===== config.mk =====
export PLATFORM = sky130hd
export DESIGN_NAME = ahfp_func_seq
export DESIGN_NICKNAME = d
export VERILOG_FILES = /design/src/rtl/ahfp_pkg.sv /design/src/rtl/ahfp_sync_fifo.sv /design/src/rtl/ahfp_func_seq.sv
export SDC_FILE = /design/constraint.sdc
export NUM_CORES = 1
export LEC_CHECK = 0
export CAP_MARGIN = 15
export CORE_ASPECT_RATIO = 0.75
export CORE_UTILIZATION = 57
export DETAILED_ROUTE_END_ITERATION = 10
export PLACE_DENSITY = 0.79
export SYNTH_ARGS = -nofsm -noshare
export SYNTH_HDL_FRONTEND = slang
export SYNTH_SLANG_ARGS = --single-unit

===== constraint.sdc =====
create_clock -name clk -period 7.1 [get_ports clk]
set_clock_uncertainty 0.05 [all_clocks]
set_input_delay 2.13 -clock clk [delete_from_list [all_inputs] [get_ports clk]]
set_output_delay 2.13 -clock clk [all_outputs]
set_load 0.03 [all_outputs]

===== src/rtl/ahfp_pkg.sv =====
// ahfp_pkg: shared state encoding and constants for the function sequencer.
package ahfp_pkg;
    typedef enum logic [1:0] {IDLE, RUN, DRAIN, FIN} state_t;
    localparam logic [31:0] FLOAT_ZERO = 32'h0000_0000;
    localparam int DEF_FUNC_LATENCY = 54;
endpackage


===== src/rtl/ahfp_sync_fifo.sv =====
// ahfp_sync_fifo: synchronous FIFO, pointers carry an extra wrap bit for full/empty.
module ahfp_sync_fifo #(
    parameter int WIDTH = 32,
    parameter int DEPTH = 8
) (
    input  logic             clk,
    input  logic             reset_n,
    input  logic             push,
    input  logic [WIDTH-1:0] din,
    input  logic             pop,
    output logic [WIDTH-1:0] dout,
    output logic             full,
    output logic             empty
);
    localparam int AW = $clog2(DEPTH);
    logic [WIDTH-1:0] mem [DEPTH];
    logic [AW:0] wr_ptr, rd_ptr;
    logic do_push, do_pop;
    assign empty = wr_ptr == rd_ptr;
    assign full = (wr_ptr[AW] != rd_ptr[AW]) && (wr_ptr[AW-1:0] == rd_ptr[AW-1:0]);
    assign do_pop = pop && !empty;
    // a same-edge pop frees the slot, so a push at full is still taken
    assign do_push = push && (!full || do_pop);
    assign dout = mem[rd_ptr[AW-1:0]];
    always_ff @(posedge clk or negedge reset_n) begin
        if (!reset_n) begin
            wr_ptr <= '0;
            rd_ptr <= '0;
        end else begin
            if (do_push) wr_ptr <= wr_ptr + 1'b1;
            if (do_pop) rd_ptr <= rd_ptr + 1'b1;
        end
    end
    always_ff @(posedge clk) begin
        if (do_push) mem[wr_ptr[AW-1:0]] <= din;
    end
endmodule


===== src/rtl/ahfp_func_seq.sv =====
// ahfp_func_seq: feeds a fixed-latency function pipeline from an input FIFO
// and tags its results with valid/last using a shift register.
module ahfp_func_seq
    import ahfp_pkg::*;
#(
    parameter int FUNC_LATENCY = DEF_FUNC_LATENCY,
    parameter int FIFO_DEPTH = 8
) (
    input  logic        clk,
    input  logic        reset_n,
    input  logic        start,
    input  logic [15:0] n_items,
    input  logic [31:0] in_data,
    input  logic        in_valid,
    output logic        in_ready,
    output logic [31:0] func_dataa,
    input  logic [31:0] func_result,
    output logic [31:0] out_data,
    output logic        out_valid,
    output logic        out_last,
    output logic        busy,
    output logic        done
);
    state_t state, state_nx;
    logic [15:0] n_lat, accepted, emitted;
    logic [FUNC_LATENCY-1:0] vsr;
    logic dataa_vld, push, pop, full, empty;
    logic [31:0] fifo_dout;

    ahfp_sync_fifo #(.WIDTH(32), .DEPTH(FIFO_DEPTH)) u_fifo (
        .clk(clk), .reset_n(reset_n), .push(push), .din(in_data), .pop(pop),
        .dout(fifo_dout), .full(full), .empty(empty)
    );

    assign in_ready = (state == RUN) && !full && (accepted < n_lat);
    assign push = in_valid && in_ready;
    assign pop = (state == RUN) && !empty;
    assign out_valid = vsr[FUNC_LATENCY-1];
    assign out_data = func_result;
    assign out_last = out_valid && (emitted == n_lat - 16'd1);
    assign busy = (state == RUN) || (state == DRAIN);
    assign done = state == FIN;

    always_comb begin
        state_nx = state;
        case (state)
            IDLE:    if (start) state_nx = (n_items == 16'd0) ? FIN : RUN;
            RUN:     if (accepted == n_lat && empty) state_nx = DRAIN;
            DRAIN:   if (out_last) state_nx = FIN;
            default: state_nx = IDLE;
        endcase
    end

    // vsr tracks func_dataa occupancy, so its MSB lines up with func_result
    always_ff @(posedge clk or negedge reset_n) begin
        if (!reset_n) begin
            state <= IDLE;
            n_lat <= '0;
            accepted <= '0;
            emitted <= '0;
            vsr <= '0;
            dataa_vld <= 1'b0;
            func_dataa <= FLOAT_ZERO;
        end else begin
            state <= state_nx;
            if (state == IDLE && start) begin
                n_lat <= n_items;
                accepted <= '0;
                emitted <= '0;
            end else begin
                if (push) accepted <= accepted + 16'd1;
                if (out_valid) emitted <= emitted + 16'd1;
            end
            func_dataa <= pop ? fifo_dout : FLOAT_ZERO;
            dataa_vld <= pop;
            vsr <= {vsr[FUNC_LATENCY-2:0], dataa_vld};
        end
    end
endmodule


; ---- After elaboration in Yosys (flattened, before gate mapping)
; Memories as Yosys holds them, arrays and structs flattened.
; Index checks and enable logic that the tools add are counted.
[classes]
add_sub_neg = 5
multipliers = 0
div_mod_pow = 0
order_cmp = 1
n_eq_ne = 11
shifts = 0
muxes = 12
bitwise_logic = 0
reduce_logical = 19
[op_table]
columns = op, n
row1 = 2-to-1 mux 16 bit, 4
row2 = adder 16 x 1 -> 16 bit (second input constant), 2
row3 = == test 16 bit, 2
row4 = 2-to-1 mux 32 bit, 1
row5 = logical NOT 16 bit, 1
row6 = < comparator 16 bit, 1
row7 = subtractor 16 x 1 -> 16 bit (second input constant), 1
row8 = logical AND 1 bit, 10
row9 = adder 4 x 1 -> 4 bit (second input constant), 2
row10 = 2-to-1 mux 2 bit, 4
row11 = one-hot mux 2 bit (3 select lines), 1
row12 = == test 2 bit (second input constant), 2
row13 = == test 4 bit, 1
row14 = != test 2 bit (second input constant), 2
row15 = nonzero test 2 bit, 2
row16 = == test 3 bit, 1
row17 = AND reduction 3 bit, 1
row18 = == test 2 x 1 -> 1 bit (second input constant), 1
row19 = logical NOT 1 bit, 2
row20 = logical NOT 2 bit, 1
row21 = logical OR 1 bit, 2
row22 = 2-to-1 mux 1 bit, 2
row23 = != test 2 x 1 -> 1 bit (second input constant), 1
row24 = != test 1 bit, 1
[word_totals]
reg_bits = 145
latch_bits = 0
mem_bits_rw = 256
rom_bits = 0
in_bits = 84
wordCells = 58
n_memories = 1
[memory_table]
columns = memory, words, width, rd, rd_ports_with_merged_regs, write_ports, line
row1 = u_fifo.mem, 8, 32, 1, 0, 1, ahfp_sync_fifo.sv:16  ; logic [WIDTH-1:0] mem [DEPTH];

; ---- Depth between registers and ports, before layout
[logic_depth]
ltp_word = 9
mapped_depth = 10

; ---- Modules after synthesis
; From an unflattened synthesis, not the netlist that was laid out.
[unflattened]
hier_cells = 957
hier_area_um2 = 16241.8
[modules_own_cells]
columns = module, instances, cells_per_inst, area_per_inst_um2
row1 = ahfp_sync_fifo, 1, 425, 10202.3
row2 = ahfp_func_seq, 1, 532, 6039.5

; ---- Worst setup path after synthesis
; OpenSTA, ideal clock, no wires.
[synth_timing]
kind = register -> register
start = reg n_lat[11]
end = mem u_fifo.mem[4][0], enable pin
setup_time_ps = 513
arrival_time_ps = 5663
required_ps = 6537
slack_ps = 875
path_stages_with_launch = 11
synth_period_minus_slack_ps = 6225
cell_sequence = dfrtp_1 > inv_1 > ha_1 > and4_4 > a311oi_1 > o221ai_1 > a21o_1 > buf_2 > nor2_2 > nand2_1 > nor4b_1
[synth_between]
elab_chain_len = 6
[synth_lines]
columns = element, line
row1 = "start, declared", ahfp_func_seq.sv:25  ; logic [15:0] n_lat, accepted, emitted;
row2 = "start signal, assigned", ahfp_func_seq.sv:67  ; n_lat <= n_items;
row3 = < comparator 16 bit, ahfp_func_seq.sv:35  ; assign in_ready = (state == RUN) && !full && (accepted < n_lat);
row4 = logical AND 1 bit, ahfp_func_seq.sv:35
row5 = net in_ready, ahfp_func_seq.sv:15  ; output logic in_ready,
row6 = logical AND 1 bit, ahfp_func_seq.sv:36  ; assign push = in_valid && in_ready;
row7 = logical AND 1 bit, ahfp_sync_fifo.sv:23  ; assign do_push = push && (!full || do_pop);
row8 = 2-to-1 mux 1 bit, ahfp_sync_fifo.sv:35  ; if (do_push) mem[wr_ptr[AW-1:0]] <= din;
row9 = 2-to-1 mux 1 bit (implied by the code), ahfp_sync_fifo.sv:35
row10 = "end, declared", ahfp_sync_fifo.sv:16
; The timed path passes the listed nets, and every way through them passes these cells.

; ---- Final worst setup path
[layout_timing]
start = reg n_lat[0]
end = out out_last
[layout_between]
elab_chain_len = 3
[layout_lines]
columns = element, line
row1 = subtractor 16 x 1 -> 16 bit, ahfp_func_seq.sv:40  ; assign out_last = out_valid && (emitted == n_lat - 16'd1);
row2 = == test 16 bit, ahfp_func_seq.sv:40
row3 = logical AND 1 bit, ahfp_func_seq.sv:40
row4 = "end, declared", ahfp_func_seq.sv:20  ; output logic out_last,
; No other way between the ends.

==> flow_summary.json <==
{
  "first_global_vias": 8824,
  "grt_start_max_net_pins": 103,
  "row_count": 52,
  "place.detailed.instances": 1375,
  "syn_area_per_cell_um2": 16.7,
  "finalPower_uw": 6940,
  "number_of_search_and_repair_iterations_in_the_first_detailed_routing_pass": 5,
  "timing.max_cap.violations": 0,
  "clk_pin_slew_worst_paths_ns": 0.06,
  "post-dp-hpwl_um": 18200,
  "synth-warning-count": 0,
  "status": "completed",
  "postCtsHoldBufs": 0,
  "post_cts_resize_count": 0,
  "detailed_router_s_first_iteration_violation_count": 659,
  "achievable-frequency_ghz": 0.173,
  "via_per_inst": 5.82,
  "critical_path_peak_fanout": 11,
  "fraction_of_the_yosys_area_taken_by_sequential_cells_pct": 70.1,
  "worstSetupStartpointType": "flip-flop",
  "cp_cell_sequence": "nor3_2 -> nand4_2 -> o31ai_1 -> nand4_1 -> nor4b_1 -> clkdlybuf4s50_1",
  "cts_htree_levels": 2,
  "global_route.usage.total_pct": 23.3,
  "synth_seq_cells": 401,
  "max_slew_margin_pct": 26.9,
  "power_density_nw_per_um2": 376,
  "slowest_stage": "clkdlybuf4s50_1",
  "post_drt_wl_per_cell_um": 22.2,
  "vias": 8417,
  "grt_setup_unrepaired": "false",
  "max_stage_delay_ns": 0.75,
  "critical_path.top_delay_family": "simple AND/OR/NAND/NOR gates",
  "antenna_found_initial": 2,
  "detail_route.drc_violations": 0,
  "clock_tree.buffer_depth": 3,
  "gp_routability_congestion": 0.870,
  "ios": 153,
  "cts_buffers": 38,
  "clock_latency_ns": 0.54,
  "category_of_the_worst_setup_path_capture_point": "output port",
  "initial_core_util_pct": 58.9,
  "die_height_um": 148,
  "drt-total-wl_um": 32100,
  "crit_type": "flip-flop to output port",
  "syn_area_um2": 16100,
  "tritoncts": "built",
  "final-instance-count-excl-fill": 1446,
  "worst-path-buf-inv": 1,
  "setup_total_negative_slack_ns": 0,
  "die_area_um2": 29000,
  "finalWorstPathRequiredPeriod_ns": 5.77,
  "globalRouteOverflowTotal": 0,
  "final_antenna_net_count": 0,
  "synth-main-ff-cell": "edfxtp_1",
  "die_w_um": 196,
  "number_of_enable_flip_flop_cells_after_synthesis": 256,
  "global_route_wire_length_before_repair_um": 50200,
  "placement.io_buffers": 88,
  "core_area_um2": 27400,
  "utilization_pct": 67.4,
  "ys_types": 66,
  "syn_nets": 1079,
  "hp-class": "flip-flop to flip-flop",
  "hold_viol": 0,
  "cts_sinks": 401,
  "worst-endpoint-arrival_ns": 3.59,
  "ir_worst_vdd_v": 0.000239,
  "asyncSetResetFlopFracSynth_pct": 36.2,
  "areaGrowthSynthToFinish_pct": 14.4,
  "root_buffer": "clkbuf_16",
  "tightest_slew_ns": 1.10,
  "cp.required_ns": 4.92,
  "final_layout_size_suffix_gt1_share_pct": 15.1,
  "report.final.slew_viol_count": 0,
  "setup_viol_count_final": 0,
  "post_cts_buffers": 0,
  "leakage_uw": 0.00688,
  "post-route-period-util_pct": 81.3,
  "nNetsFinal": 1147,
  "synthesis.instances": 969
}
report_power, final:
group	switching (uW)	leakage (uW)	internal, uW
sequential	254	0.00422	2810
clock	833	0.000596	1170
combinational	1040	0.00207	832
final cells by class:
| cell class | instances | area (um^2) |
|---|---|---|
| Sequential cell | 401 | 11300 |
| Fill cell | 1769 | 8930 |
| Multi-Input combinational cell | 463 | 4330 |
| Clock buffer | 57 | 1070 |
| Timing Repair Buffer | 102 | 987 |
| Tap cell | 378 | 473 |
| Clock inverter | 13 | 161 |
| Inverter | 31 | 116 |
| Antenna cell | 1 | 2.50 |
cells by family (layout without fill, tap and decap cells):
logic type      Yosys count  count (layout)  synth area share [%]
simple gates            215             215                  7.44
flops                   401             401                  70.1
fa+ha+maj                26              26                  2.02
other cells               0               1                     0
compound gates           68              68                  3.01
buf+inv                 105             203                  3.36
mux                      99              99                  11.1
xor+xnor                 55              55                  2.98
state kept, by name (all words and copies together), names as in the netlist:
signal	flops
u_fifo.rd_ptr	4
vsr	54
emitted	16
u_fifo.wr_ptr	4
dataa_vld	1
accepted	16
n_lat	16
u_fifo.mem	256
state	2
func_dataa	32
worst paths after layout:
path,startpoint,end,slack [ns],cells past startpoint
max in group asynchronous,reset_n,u_fifo.rd_ptr[2],4.10,2
min,vsr[33],vsr[34],0.29,0
max,n_lat[0],out_last,1.33,6
max reg2reg,n_lat[11],u_fifo.mem[7][8],3.28,10
min in group asynchronous,reset_n,vsr[19],1.68,1
min reg2reg,vsr[33],vsr[34],0.29,0
routing by layer:
layer	up-vias	GRT usage, %	share of wire [%]
li1	3759	-	-
met1	4333	34.1	45
met2	274	35.6	47
met3	51	4.54	6.3
met4	0	7.85	2.1
met5	-	0	0
worst register-to-register path: stages, from the launching register on:
cell,delay (ns)
dfrtp_1,0.42
inv_1,0.11
ha_1,0.32
and4_4,0.20
a311oi_1,0.29
o221ai_1,0.16
a21o_1,0.41
nor3_4,0.44
nand4_1,0.20
inv_1,0.33
buf_4,0.49
cells in the final DEF, fill, tap and decap left out, types with 6 or more instances in the layout:
master and count:
nand4_1 18, inv_1 31, nor3_1 6, nor4_1 6
edfxtp_1 256, a21oi_1 9, nand2_1 44, o21ai_0 17
buf_4 14, nor2_1 69, dfrtp_1 142, clkdlybuf4s50_1 87
mux2i_1 34, a21o_1 11, xor2_1 19, and3_1 9
clkbuf_1 15, xnor2_1 36, mux4_2 64, clkbuf_16 39
nand3_1 13, ha_1 26
per-stage QoR:
stage,setup WS [ns],hold slack (ns),cell area [um^2]
after floorplan,0.875,0.281,16100
after global placement,2.05,0.284,17200
after detailed placement,2.01,0.285,17200
after CTS,1.41,0.295,18500
after global routing,1.08,0.303,18500
final,1.33,0.290,18500
cell usage after synthesis (17+ instances only):
cell type	n	area, um^2
dfrtp_1	145	3630
xor2_1	19	166
nand4_1	18	113
ha_1	26	325
buf_4	33	248
clkbuf_1	19	71.3
mux2i_1	34	340
o21ai_0	17	85.1
xnor2_1	36	315
edfxtp_1	256	7690
inv_1	31	116
mux4_2	64	1440
nor2_1	69	259
nand2_1	44	165
Note: power is estimated with default switching activity, not from simulation.
